===== src/rtl/pipeline_pkg.sv =====
// Shared pipeline definitions: per-stage barrier widths,
// control-vector bit positions and the bubble constant.
package pipeline_pkg;

  localparam int IFID_DATA_W  = 96;
  localparam int IFID_CTRL_W  = 12;
  localparam int IDEX_DATA_W  = 96;
  localparam int IDEX_CTRL_W  = 12;
  localparam int EXMEM_DATA_W = 96;
  localparam int EXMEM_CTRL_W = 12;
  localparam int MEMWB_DATA_W = 96;
  localparam int MEMWB_CTRL_W = 12;

  localparam int STALL_CNT_W_DEF = 16;

  localparam int CTRL_ALUOP_LSB = 0;
  localparam int CTRL_ALUOP_W   = 3;
  localparam int CTRL_ALUSRC    = 3;
  localparam int CTRL_MEMWRITE  = 4;
  localparam int CTRL_MEMREAD   = 5;
  localparam int CTRL_MEMTOREG  = 6;
  localparam int CTRL_REGWRITE  = 7;
  localparam int CTRL_JUMP      = 8;
  localparam int CTRL_BRANCH    = 9;

  localparam logic [IDEX_CTRL_W-1:0] CTRL_BUBBLE = '0;

  // Encoding is {main_valid, skid_valid}.
  typedef enum logic [1:0] {
    ST_EMPTY   = 2'b00,
    ST_ILLEGAL = 2'b01,
    ST_ONE     = 2'b10,
    ST_FULL    = 2'b11
  } slot_state_e;

endpackage


===== src/rtl/sat_counter.sv =====
// Saturating up-counter with asynchronous active-high reset.
module sat_counter #(
  parameter int W = 16
) (
  input  logic         clk,
  input  logic         rst,
  input  logic         i_inc,
  output logic [W-1:0] o_count
);

  logic [W-1:0] r_count;
  logic         w_max;

  assign w_max   = &r_count;
  assign o_count = r_count;

  always_ff @(posedge clk or posedge rst) begin
    if (rst)
      r_count <= '0;
    else if (i_inc && !w_max)
      r_count <= r_count + W'(1);
  end

endmodule


===== src/rtl/pipeline_skid_barrier.sv =====
// Valid/ready pipeline barrier with a 2-entry skid buffer,
// flush-to-bubble and a saturating stall counter.
module pipeline_skid_barrier
  import pipeline_pkg::*;
#(
  parameter int DATA_W      = IDEX_DATA_W,
  parameter int CTRL_W      = IDEX_CTRL_W,
  parameter int STALL_CNT_W = STALL_CNT_W_DEF
) (
  input  logic                   clk,
  input  logic                   rst,
  input  logic                   in_valid,
  output logic                   in_ready,
  input  logic [DATA_W-1:0]      in_data,
  input  logic [CTRL_W-1:0]      in_ctrl,
  input  logic                   flush,
  output logic                   out_valid,
  input  logic                   out_ready,
  output logic [DATA_W-1:0]      out_data,
  output logic [CTRL_W-1:0]      out_ctrl,
  output logic [STALL_CNT_W-1:0] stall_count
);

  logic              r_main_valid;
  logic              r_skid_valid;
  logic [DATA_W-1:0] r_main_data;
  logic [CTRL_W-1:0] r_main_ctrl;
  logic [DATA_W-1:0] r_skid_data;
  logic [CTRL_W-1:0] r_skid_ctrl;

  slot_state_e w_state;
  logic        w_accept;
  logic        w_pop;
  logic        w_nxt_main_valid;
  logic        w_nxt_skid_valid;
  logic        w_ld_main_in;
  logic        w_ld_main_skid;
  logic        w_ld_skid;

  assign w_state  = slot_state_e'({r_main_valid, r_skid_valid});
  assign in_ready = !r_skid_valid && !rst;
  assign w_accept = in_valid && in_ready && !flush;
  assign w_pop    = out_valid && out_ready;

  assign out_valid = r_main_valid;
  assign out_data  = r_main_data;
  assign out_ctrl  = r_main_valid ? r_main_ctrl
                                  : CTRL_W'(CTRL_BUBBLE);

  always_ff @(posedge clk or posedge rst) begin
    if (rst) begin
      r_main_valid <= 1'b0;
      r_skid_valid <= 1'b0;
    end else begin
      r_main_valid <= w_nxt_main_valid;
      r_skid_valid <= w_nxt_skid_valid;
    end
  end

  always_comb begin
    w_nxt_main_valid = r_main_valid;
    w_nxt_skid_valid = r_skid_valid;
    if (flush) begin
      w_nxt_main_valid = 1'b0;
      w_nxt_skid_valid = 1'b0;
    end else begin
      case (w_state)
        ST_EMPTY: begin
          if (w_accept) w_nxt_main_valid = 1'b1;
        end
        ST_ONE: begin
          if (w_accept && !w_pop)
            w_nxt_skid_valid = 1'b1;
          else if (!w_accept && w_pop)
            w_nxt_main_valid = 1'b0;
        end
        ST_FULL: begin
          if (w_pop) w_nxt_skid_valid = 1'b0;
        end
        default: ;
      endcase
    end
  end

  always_comb begin
    w_ld_main_in   = 1'b0;
    w_ld_main_skid = 1'b0;
    w_ld_skid      = 1'b0;
    if (!flush) begin
      case (w_state)
        ST_EMPTY: w_ld_main_in = w_accept;
        ST_ONE: begin
          w_ld_main_in = w_accept && w_pop;
          w_ld_skid    = w_accept && !w_pop;
        end
        ST_FULL:  w_ld_main_skid = w_pop;
        default: ;
      endcase
    end
  end

  // Payload registers carry no reset; validity lives in the flags.
  always_ff @(posedge clk) begin
    if (w_ld_main_in) begin
      r_main_data <= in_data;
      r_main_ctrl <= in_ctrl;
    end else if (w_ld_main_skid) begin
      r_main_data <= r_skid_data;
      r_main_ctrl <= r_skid_ctrl;
    end
    if (w_ld_skid) begin
      r_skid_data <= in_data;
      r_skid_ctrl <= in_ctrl;
    end
  end

  sat_counter #(
    .W(STALL_CNT_W)
  ) u_stall_cnt (
    .clk    (clk),
    .rst    (rst),
    .i_inc  (out_valid && !out_ready),
    .o_count(stall_count)
  );

  a_no_orphan_skid: assert property (
    @(posedge clk) disable iff (rst)
    w_state != ST_ILLEGAL
  );

endmodule


===== config.mk =====
export PLATFORM = sky130hd
export DESIGN_NAME = pipeline_skid_barrier
export DESIGN_NICKNAME = d
export VERILOG_FILES = /design/src/rtl/pipeline_pkg.sv /design/src/rtl/sat_counter.sv /design/src/rtl/pipeline_skid_barrier.sv
export SDC_FILE = /design/constraint.sdc
export NUM_CORES = 1
export LEC_CHECK = 0
export BUFFER_PORTS_ARGS = -buffer_cell sky130_fd_sc_hd__clkbuf_2
export CAP_MARGIN = 20
export CORE_MARGIN = 2
export CORE_UTILIZATION = 34
export CTS_CLUSTER_SIZE = 16
export DETAILED_ROUTE_END_ITERATION = 6
export MAX_ROUTING_LAYER = met4
export PLACE_DENSITY = 0.59
export SYNTH_ARGS = -nofsm -noshare
export SYNTH_HDL_FRONTEND = slang
export SYNTH_SLANG_ARGS = --single-unit

===== constraint.sdc =====
create_clock -name clk -period 16.52 [get_ports clk]
set_clock_uncertainty 0.1 [all_clocks]
set_input_delay 4.956 -clock clk [delete_from_list [all_inputs] [get_ports clk]]
set_output_delay 4.956 -clock clk [all_outputs]
set_load 0.05 [all_outputs]

=== Word-level counts from Yosys, hierarchy flattened ===
Cells that the tools add are included.

* Add/sub/neg operators: 1
* Equality and inequality tests: 7
* Mux-type cells: 20
* Reductions and logical operators: 23

{| class="wikitable"
|+ Operators by type and width
! cell !! count
|-
| 2-to-1 mux 96 bit || 2
|-
| 2-to-1 mux 12 bit || 3
|-
| adder 16 x 1 -> 16 bit, second input constant || 1
|-
| AND reduction 16 bit || 1
|-
| != test 3 bit, second input constant || 5
|-
| 2-to-1 mux 1 bit || 12
|-
| logical AND 1 bit || 9
|-
| logical NOT 1 bit || 7
|-
| case mux 1 bit (2 select lines) || 3
|-
| nonzero test 3 bit || 2
|-
| equality test 2 bit, second input constant || 2
|-
| AND reduction 4 bit || 1
|-
| AND reduction 3 bit || 1
|-
| logical NOT 2 bit || 1
|-
| nonzero test 2 bit || 1
|}

* Bits in registers: 234
* Bits of input ports: 113
* Output and inout bits: 126
* Word-level logic and storage cells: 58

=== Longest topological paths before layout ===
Gate-level depths: netlist of run 1.

* Word-level depth: 10
* Mapped depth: 6

=== Hierarchy ===
A second synthesis of run 1 with hierarchy kept.

* Cells, all modules: 437
* Area, all modules: 8818.5 um^2

{| class="wikitable"
|+ By module, submodules not included
! module !! times used !! cells each !! area an instance (um^2)
|-
| pipeline_skid_barrier || 1 || 364 || 8020.2
|-
| sat_counter || 1 || 73 || 798.3
|}

=== Worst setup path after synthesis of run 1 ===
OpenSTA, ideal clock, no wires.

* Path type: input to register
* Start: input port flush
* End: register r_skid_ctrl[0], enable pin
* Setup time: 0.852 ns
* Arrival time: 15.450 ns
* Required time: 15.568 ns
* Slack: 0.118 ns
* Stages: 1
* Path through: nor4_1

* Longest elaborated chain between the ends: 5

{| class="wikitable"
|+ RTL lines
! element !! RTL line !! source
|-
| start: declaration || pipeline_skid_barrier.sv:16 || <nowiki>input logic flush,</nowiki>
|-
| logical NOT 1 bit || n/a ||
|-
| logical AND 1 bit || pipeline_skid_barrier.sv:42 || <nowiki>assign w_accept = in_valid && in_ready && !flush;</nowiki>
|-
| logical AND 1 bit || pipeline_skid_barrier.sv:94 || <nowiki>w_ld_skid = w_accept && !w_pop;</nowiki>
|-
| 2-to-1 mux 1 bit || pipeline_skid_barrier.sv:90 || <nowiki>case (w_state)</nowiki>
|-
| 2-to-1 mux 1 bit (*) || pipeline_skid_barrier.sv:89 || <nowiki>if (!flush) begin</nowiki>
|-
| end signal: assignment || pipeline_skid_barrier.sv:113 || <nowiki>r_skid_ctrl <= in_ctrl;</nowiki>
|-
| end: declaration || pipeline_skid_barrier.sv:29 || <nowiki>logic [CTRL_W-1:0] r_skid_ctrl;</nowiki>
|}

Every way passes the cells marked *; elsewhere a longest branch is shown, timed or not.
A chain may end at the register's enable or synchronous reset.

=== Final worst setup path of run 1 ===
* Start: input port rst
* End: output port in_ready

* Longest elaborated chain between the ends: 2

{| class="wikitable"
|+ RTL lines
! element !! RTL line !! source
|-
| start: declaration || pipeline_skid_barrier.sv:11 || <nowiki>input logic rst,</nowiki>
|-
| logical NOT 1 bit (no line) || n/a ||
|-
| logical AND 1 bit || pipeline_skid_barrier.sv:41 || <nowiki>assign in_ready = !r_skid_valid && !rst;</nowiki>
|-
| end: declaration || pipeline_skid_barrier.sv:13 || <nowiki>output logic in_ready,</nowiki>
|}

Every way passes these cells.

==> out/results.env, run 1 <==
FINAL_CORE_UTIL=0.432
CTS_MADE_BUFFERS=25
OVERFLOW_LEFT_AFTER_GLOBAL_ROUTING=0
TIMING.SETUP.CRITICAL_PATH_CLASS='in -> out'
START_KIND='input port'
DIE-HEIGHT_UM=165
YOSYSSEQAREASHARE=0.783
POST-ROUTE-MIN-PERIOD_NS=10.50
VIAS_PER_CELL=4.66
STATUS='finished clean'
HOLD_VIOL_FINAL=0
SYNTH_FP_NETS=555
YOSYS_WARNINGS=0
DIE_WIDTH_UM=165
LAYOUT.FILLER_CELLS=2335
ANTENNA_DIODES=0
GLOBAL_ROUTE.USAGE.TOTAL=0.135
FLOORPLAN.IO_PINS=239
CLK_PATH_BUF_DEPTH=3
FLOORPLAN.DIE_AREA_UM2=27300
POST_CTS.REPAIR.SETUP_BUFFERS=0
VDD_DROP_MAX_mV=0.0883
CTSRESIZECOUNT=0
CTS_TREE='done'
MOST-COMMON-LAYOUT-CELLS='sky130_fd_sc_hd__clkbuf_2 (238), sky130_fd_sc_hd__edfxtp_1 (216), sky130_fd_sc_hd__mux2_2 (89), sky130_fd_sc_hd__clkbuf_16 (25), sky130_fd_sc_hd__mux2_4 (20)'
CAP_VIOL_MAX_COUNT=0
START_UTIL=0.343
DPL.HPWL_UM=12300
GRT_SETUP_UNREPAIRED='no'
FINAL_MIN_PERIOD_OVER_CLOCK_PERIOD=0.636
DRIVE_GT1_FRAC=0.544
ROUTE.VIAS.TOTAL=4886
MAXCLOCKFREQUENCY_MHz=95.2
SYNTH_AREA_PER_CELL_UM2=20.1
MAX-SLEW-MARGIN-REL=0.300
DRT-TOTAL-WL_UM=18400
TIMING_MAX_TRANSITION_VIOLATIONS_FINAL=0
ANTENNA_VIOLATING_NETS_POST_ROUTE=0
END_KIND='output pin'
PORT_BUFFERS=238
DRT_DRC_VIOLATIONS_LEFT=0
CRITPATHREQUIREDTIME_NS=11.46
FINALSETUPTNS_NS=0
ANTENNA_FOUND_INITIAL=0
SYN-INSTANCE-COUNT=441
FINALWEIGHTEDCONGESTION=0.729
CTS_ROOT_BUFFER='sky130_fd_sc_hd__clkbuf_16'
CORE-AREA_UM2=25800
MOSTFREQUENTLAYOUTCELL='sky130_fd_sc_hd__clkbuf_2'
REPORT.FINAL.SETUP_VIOL=0
SYN2LAYOUT_AREA_GROWTH_PCT=25.9
PLACEMENT_ROWS=59
SYNTH-EDFF-COUNT=216
ASYNC_FLOP_SHARE=0.0769
PWRDENS_nW_PER_UM2=116
POSTCTSHOLDBUFS=0
DRT_ITER0_MARKERS=255
NETLIST_AREA_BEFORE_PLACEMENT_UM2=8850
TIMING_WORST_SLEW_PIN_VALUE_NS=1.05
CLOCK-SINKS=234
WORST_SKEW_PAIR_LATENCY_NS=0.51
SYNTH-SEQ-CELLS=234
PATH_CLK_SLEW_NS=0.06
SYNTHDISTINCTLIBCELLS=32
LAYOUT.NETS=810
HTREEDEPTH=1
GRT_PASS1_VIAS=5205
YS_DOMINANT_REG_CELL='sky130_fd_sc_hd__edfxtp_1'
WL_PER_CELL_UM=17.5
FIRSTDRTPASSITERS=6
CRITPATHMAXFANOUT=3
POWER.LEAKAGE_nW=4.36
GRT_PASS1_WL_UM=27900
FF2FF_SETUP_SLACK_NS=13.09
WORSTPATHARRIVAL_NS=5.44
MAXIMUM_NUMBER_OF_PINS_ON_ONE_NET_BEFORE_GLOBAL_ROUTE_REPAIR=73
HOLDCRITPATHCLASS='reg -> reg'
worst max-delay path, stage by stage:
cell and delay, ns:
sky130_fd_sc_hd__clkbuf_2 0.10, sky130_fd_sc_hd__nor2_1 0.11, sky130_fd_sc_hd__clkbuf_2 0.28
routing by layer:
metal / track usage / wire (um) / vias to the layer above / share of wire
li1: - / - / 2232 / -
met1: 0.165 / 7870 / 2436 / 0.43
met2: 0.221 / 8780 / 184 / 0.48
met3: 0.0362 / 1340 / 34 / 0.073
met4: 0.0364 / 380 / 0 / 0.021
met5: - / 0 / - / 0
metrics by stage:
stage	area (um2)	worst slack [ns]	cells	hold slack, ns	power, W
5_1_grt	11100	5.95	1048	0.437	0.00134
3_5_place_dp	10400	6.01	1004	0.405	0.000796
2_1_floorplan	8850	0.118	441	0.423	0.000758
3_3_place_gp	10400	6.00	1004	0.381	0.000793
6_report	11100	6.02	1048	0.408	0.00129
4_1_cts	11100	6.01	1048	0.416	0.00131
final timing paths:
path                                                         start                                 end  depth (start not counted)
worst max-delay path                                           rst                            in_ready                          3
worst min-delay path            u_stall_cnt.o_count[6]$_DFFE_PP0P_  u_stall_cnt.o_count[6]$_DFFE_PP0P_                          1
worst max register to register               out_valid$_DFFE_PP0P_               out_data[1]$_DFFE_PP_                          4
worst min register to register  u_stall_cnt.o_count[6]$_DFFE_PP0P_  u_stall_cnt.o_count[6]$_DFFE_PP0P_                          1
max in group asynchronous                                      rst  u_stall_cnt.o_count[6]$_DFFE_PP0P_                          2
min in group asynchronous                                      rst  u_stall_cnt.o_count[9]$_DFFE_PP0P_                          2
cells in the mapped netlist (all sizes together), types with 2 or more instances:
library cell	instances	area, um2
edfxtp	216	6490
mux2	109	1300
dfrtp	18	450
and2	12	75.1
buf	12	85.1
xor2	12	105
a21oi	8	40.0
nor2	8	30.0
nand2	7	26.3
nand4	5	31.3
nor3	4	20.0
a211oi	3	22.5
clkbuf	3	11.3
inv	3	11.3
nand2b	3	18.8
nor4	3	18.8
nand3	2	10.0
flip-flops by register name, summed over array words and instances, names as in the netlist:
name                 cells
out_data                96
r_main_ctrl             12
r_skid_data             96
out_valid                1
u_stall_cnt.o_count     16
r_skid_ctrl             12
r_skid_valid             1
kinds of logic (layout without fill, tap and decap cells):
family	after synthesis	in the layout	synth area share
compound gates	14	14	0.00933
xor+xnor	13	13	0.0129
buf+inv	18	290	0.0122
fa+ha+maj	1	1	0.00141
mux	110	110	0.148
flops	234	234	0.783
simple gates	51	51	0.0325
cell type report:
type	count	area, um2	area share
clock buffer	32	652	0.0585
clock inverter	12	81.3	0.00729
inverter	3	11.3	0.00101
multi-input combinational	189	1820	0.163
sequential	234	6940	0.622
tap	335	419	0.0376
timing repair buffer	243	1230	0.110
report_power, final:
part / total, W / switching, W / internal [W]
Clock: 0.000508 / 0.000216 / 0.000292
Sequential: 0.000674 / 0.0000126 / 0.000662
Combinational: 0.000108 / 0.0000752 / 0.0000332
Total: 0.00129 / 0.000304 / 0.000987
Power figures use the tool's default switching activity.
==> run 2: changes to the inputs <==
- ABC_AREA: unset -> 1
- PLACE_DENSITY: 0.59 -> 0.6
- clock period: 16.52 -> 8.8 ns (I/O delays scaled with it)
==> run 2 against run 1 <==
Sequential power grew 87%. Non-clock buffer count grew 2. Critical path depth is the same. Critical path type unchanged.
==> out/results.env, run 2 <==
SYNTH-EDFF-COUNT=216
WORST_SKEW_PAIR_LATENCY_NS=0.52
FLOORPLAN.DIE_AREA_UM2=28700
MOSTFREQUENTLAYOUTCELL='sky130_fd_sc_hd__nand2_1'
MOST-COMMON-LAYOUT-CELLS='sky130_fd_sc_hd__nand2_1 (296), sky130_fd_sc_hd__clkbuf_2 (238), sky130_fd_sc_hd__edfxtp_1 (216), sky130_fd_sc_hd__nand3_1 (117), sky130_fd_sc_hd__clkbuf_16 (27)'
TIMING.SETUP.CRITICAL_PATH_CLASS='in -> out'
CTSRESIZECOUNT=0
YOSYSSEQAREASHARE=0.745
POSTCTSHOLDBUFS=0
SYNTH-SEQ-CELLS=234
START_UTIL=0.346
GRT_SETUP_UNREPAIRED='no'
PORT_BUFFERS=238
DPL.HPWL_UM=13800
PATH_CLK_SLEW_NS=0.06
HOLDCRITPATHCLASS='reg -> reg'
DRT_DRC_VIOLATIONS_LEFT=0
REPORT.FINAL.SETUP_VIOL=0
SYNTHDISTINCTLIBCELLS=27
DIE-HEIGHT_UM=169
CRITPATHMAXFANOUT=2
NETLIST.TOP_CELL.BY_AREA='sky130_fd_sc_hd__edfxtp_1'
NETLIST_AREA_BEFORE_PLACEMENT_UM2=9310
SYNTH_FP_NETS=878
SYNTHTOPCELLSBYCOUNT='sky130_fd_sc_hd__nand2_1 (297), sky130_fd_sc_hd__edfxtp_1 (216), sky130_fd_sc_hd__nand3_1 (117)'
ROUTE.VIAS.TOTAL=6303
MAX_STAGE_DELAY_NS=0.28
ANTENNA_VIOLATING_NETS_POST_ROUTE=0
START_KIND='input port'
DRIVE_GT1_FRAC=0.298
POST-ROUTE-MIN-PERIOD_NS=5.87
CLK_PATH_BUF_DEPTH=3
SYNTH_AREA_PER_CELL_UM2=12.2
FLOORPLAN.IO_PINS=239
MAXCLOCKFREQUENCY_MHz=170
VDD_DROP_MAX_mV=0.128
YS_DOMINANT_REG_CELL='sky130_fd_sc_hd__edfxtp_1'
DRT_ITER0_MARKERS=527
GRT_PASS1_VIAS=5868
FINAL_MIN_PERIOD_OVER_CLOCK_PERIOD=0.667
HOLD_VIOL_FINAL=0
MAXIMUM_NUMBER_OF_PINS_ON_ONE_NET_BEFORE_GLOBAL_ROUTE_REPAIR=87
CTS_ROOT_BUFFER='sky130_fd_sc_hd__clkbuf_16'
PLACEMENT_ROWS=60
POWER.LEAKAGE_nW=4.99
SYN-INSTANCE-COUNT=764
OVERFLOW_LEFT_AFTER_GLOBAL_ROUTING=0
FIN_HOLD_WS_NS=0.403
ANTENNA_FOUND_INITIAL=2
CTS_MADE_BUFFERS=26
GLOBAL_ROUTE.USAGE.TOTAL=0.149
MAX-SLEW-MARGIN-REL=0.331
LAYOUT.NETS=1113
FIN_TOTAL_PWR_W=0.00251
FINAL_CRITICAL_PATH_SETUP_SLACK_NS=2.93
TIMING_WORST_SLEW_PIN_VALUE_NS=1.00
YS_TOP_CELLS_BY_AREA='sky130_fd_sc_hd__edfxtp_1 (70%), sky130_fd_sc_hd__nand2_1 (12%), sky130_fd_sc_hd__nand3_1 (6.3%)'
ASYNC_FLOP_SHARE=0.0769
SYNTHDOMINANTCELLAREASHARE=0.697
CRITPATHMOSTFREQUENTCELL='sky130_fd_sc_hd__clkbuf_2'
POST_CTS.REPAIR.SETUP_BUFFERS=0
GRT_PASS1_WL_UM=32700
WL_PER_CELL_UM=15.8
DIE_WIDTH_UM=169
YOSYS_WARNINGS=0
STATUS='finished clean'
PATH_CELLS='clkbuf_2, nor2_2, clkbuf_2'
CRITPATHREQUIREDTIME_NS=6.06
PWRDENS_nW_PER_UM2=216
SYN2LAYOUT_AREA_GROWTH_PCT=24.6
DRT-TOTAL-WL_UM=21500
TIMING_MAX_TRANSITION_VIOLATIONS_FINAL=0
COUNT_OF_BUFFERING_CELLS_ON_THE_CRITICAL_PATH_WITH_INVERTERS_INCLUDED=2
FINALWEIGHTEDCONGESTION=0.810
CRITPATHTOPFAMILY='buffers and inverters'
CORE-AREA_UM2=26900
VIAS_PER_CELL=4.63
PLACE_WS_NS=2.84
SYNTH_MOST_COMMON_CELL='sky130_fd_sc_hd__nand2_1'
FIRSTDRTPASSITERS=5
CAP_VIOL_MAX_COUNT=0
FINALSETUPTNS_NS=0
HTREEDEPTH=1
CLOCK-SINKS=234
CTS_TREE='done'
WORST_PATH_MAX_DELAY_CELL='sky130_fd_sc_hd__clkbuf_2'
WORSTPATHARRIVAL_NS=3.13
END_KIND='output pin'
[run 2: cell count changes in the layout (fill, tap and decap cells not counted), sizes merged, moves of 4 or more]
cell	change
nand3	+116
xnor2	+6
xor2	-12
a21oi	-6
mux2	-109
nor2	+9
o21ai	+5
nand2	+296
nor3	-4
and2	-11
inv	+27
[run 2: worst paths after layout]
path                                               start                             endpoint  slack, ns  cells after the start
worst min-delay path            r_skid_ctrl[4]$_DFFE_PP_             r_main_ctrl[4]$_DFFE_PP_       0.40                      2
worst max-delay path                                 rst                             in_ready       2.93                      3
worst max register to register     out_valid$_DFFE_PP0P_            r_skid_data[25]$_DFFE_PP_       5.24                      5
worst min register to register  r_skid_ctrl[4]$_DFFE_PP_             r_main_ctrl[4]$_DFFE_PP_       0.40                      2
max in group asynchronous                            rst   u_stall_cnt.o_count[2]$_DFFE_PP0P_       5.98                      2
min in group asynchronous                            rst  u_stall_cnt.o_count[10]$_DFFE_PP0P_       2.14                      2
[run 2: cell families (layout without fill, tap and decap cells)]
kind of cell    after synthesis  in the layout  share of synthesized area
fa+ha+maj                     1              1                    0.00134
buf+inv                      67            321                     0.0370
flops                       234            234                      0.745
other cells                   0              2                          0
compound gates                9              9                    0.00551
simple gates                446            446                      0.204
xor+xnor                      7              7                    0.00659
[run 2: metal layers]
layer	vias up	routed length [um]	share of wire	global-route usage
li1	3095	-	-	-
met1	2954	9680	0.45	0.203
met3	29	1690	0.079	0.0396
met4	0	288	0.013	0.0282
met2	225	9800	0.46	0.228
met5	-	0	0	-
[run 2: final cells by class]
| cell class | count | area [um2] |
|---|---|---|
| diodes | 2 | 5.00 |
| clock buffers | 35 | 736 |
| clock inverters | 12 | 92.6 |
| fillers | 2551 | 15300 |
| inverters | 29 | 111 |
| multi-input cells | 463 | 2040 |
| flip-flops and latches | 234 | 6940 |
| well taps | 341 | 427 |
| repair buffers | 245 | 1240 |
[run 2: report_power, final]
part	internal, W	total [W]	leakage (nW)	switching [W]
registers	0.00124	0.00126	2.21	0.0000191
logic	0.0000523	0.000207	2.37	0.000155
clock network	0.000615	0.00104	0.410	0.000423
total	0.00191	0.00251	4.99	0.000597
[run 2: tightest hold or removal path, delay by kind of cell, from the launching register on]
| kind | cells | cell delay (ns) |
|---|---|---|
| AND/OR/NAND/NOR | 2 | 0.09 |
| flip-flops | 1 | 0.31 |
[run 2: metrics by stage]
stage	cells	utilization	cell area, um2
6_report	1361	0.431	11600
3_3_place_gp	1312	0.400	10800
4_1_cts	1359	0.431	11600
5_1_grt	1361	0.431	11600
3_5_place_dp	1312	0.400	10800
2_1_floorplan	764	-	9310
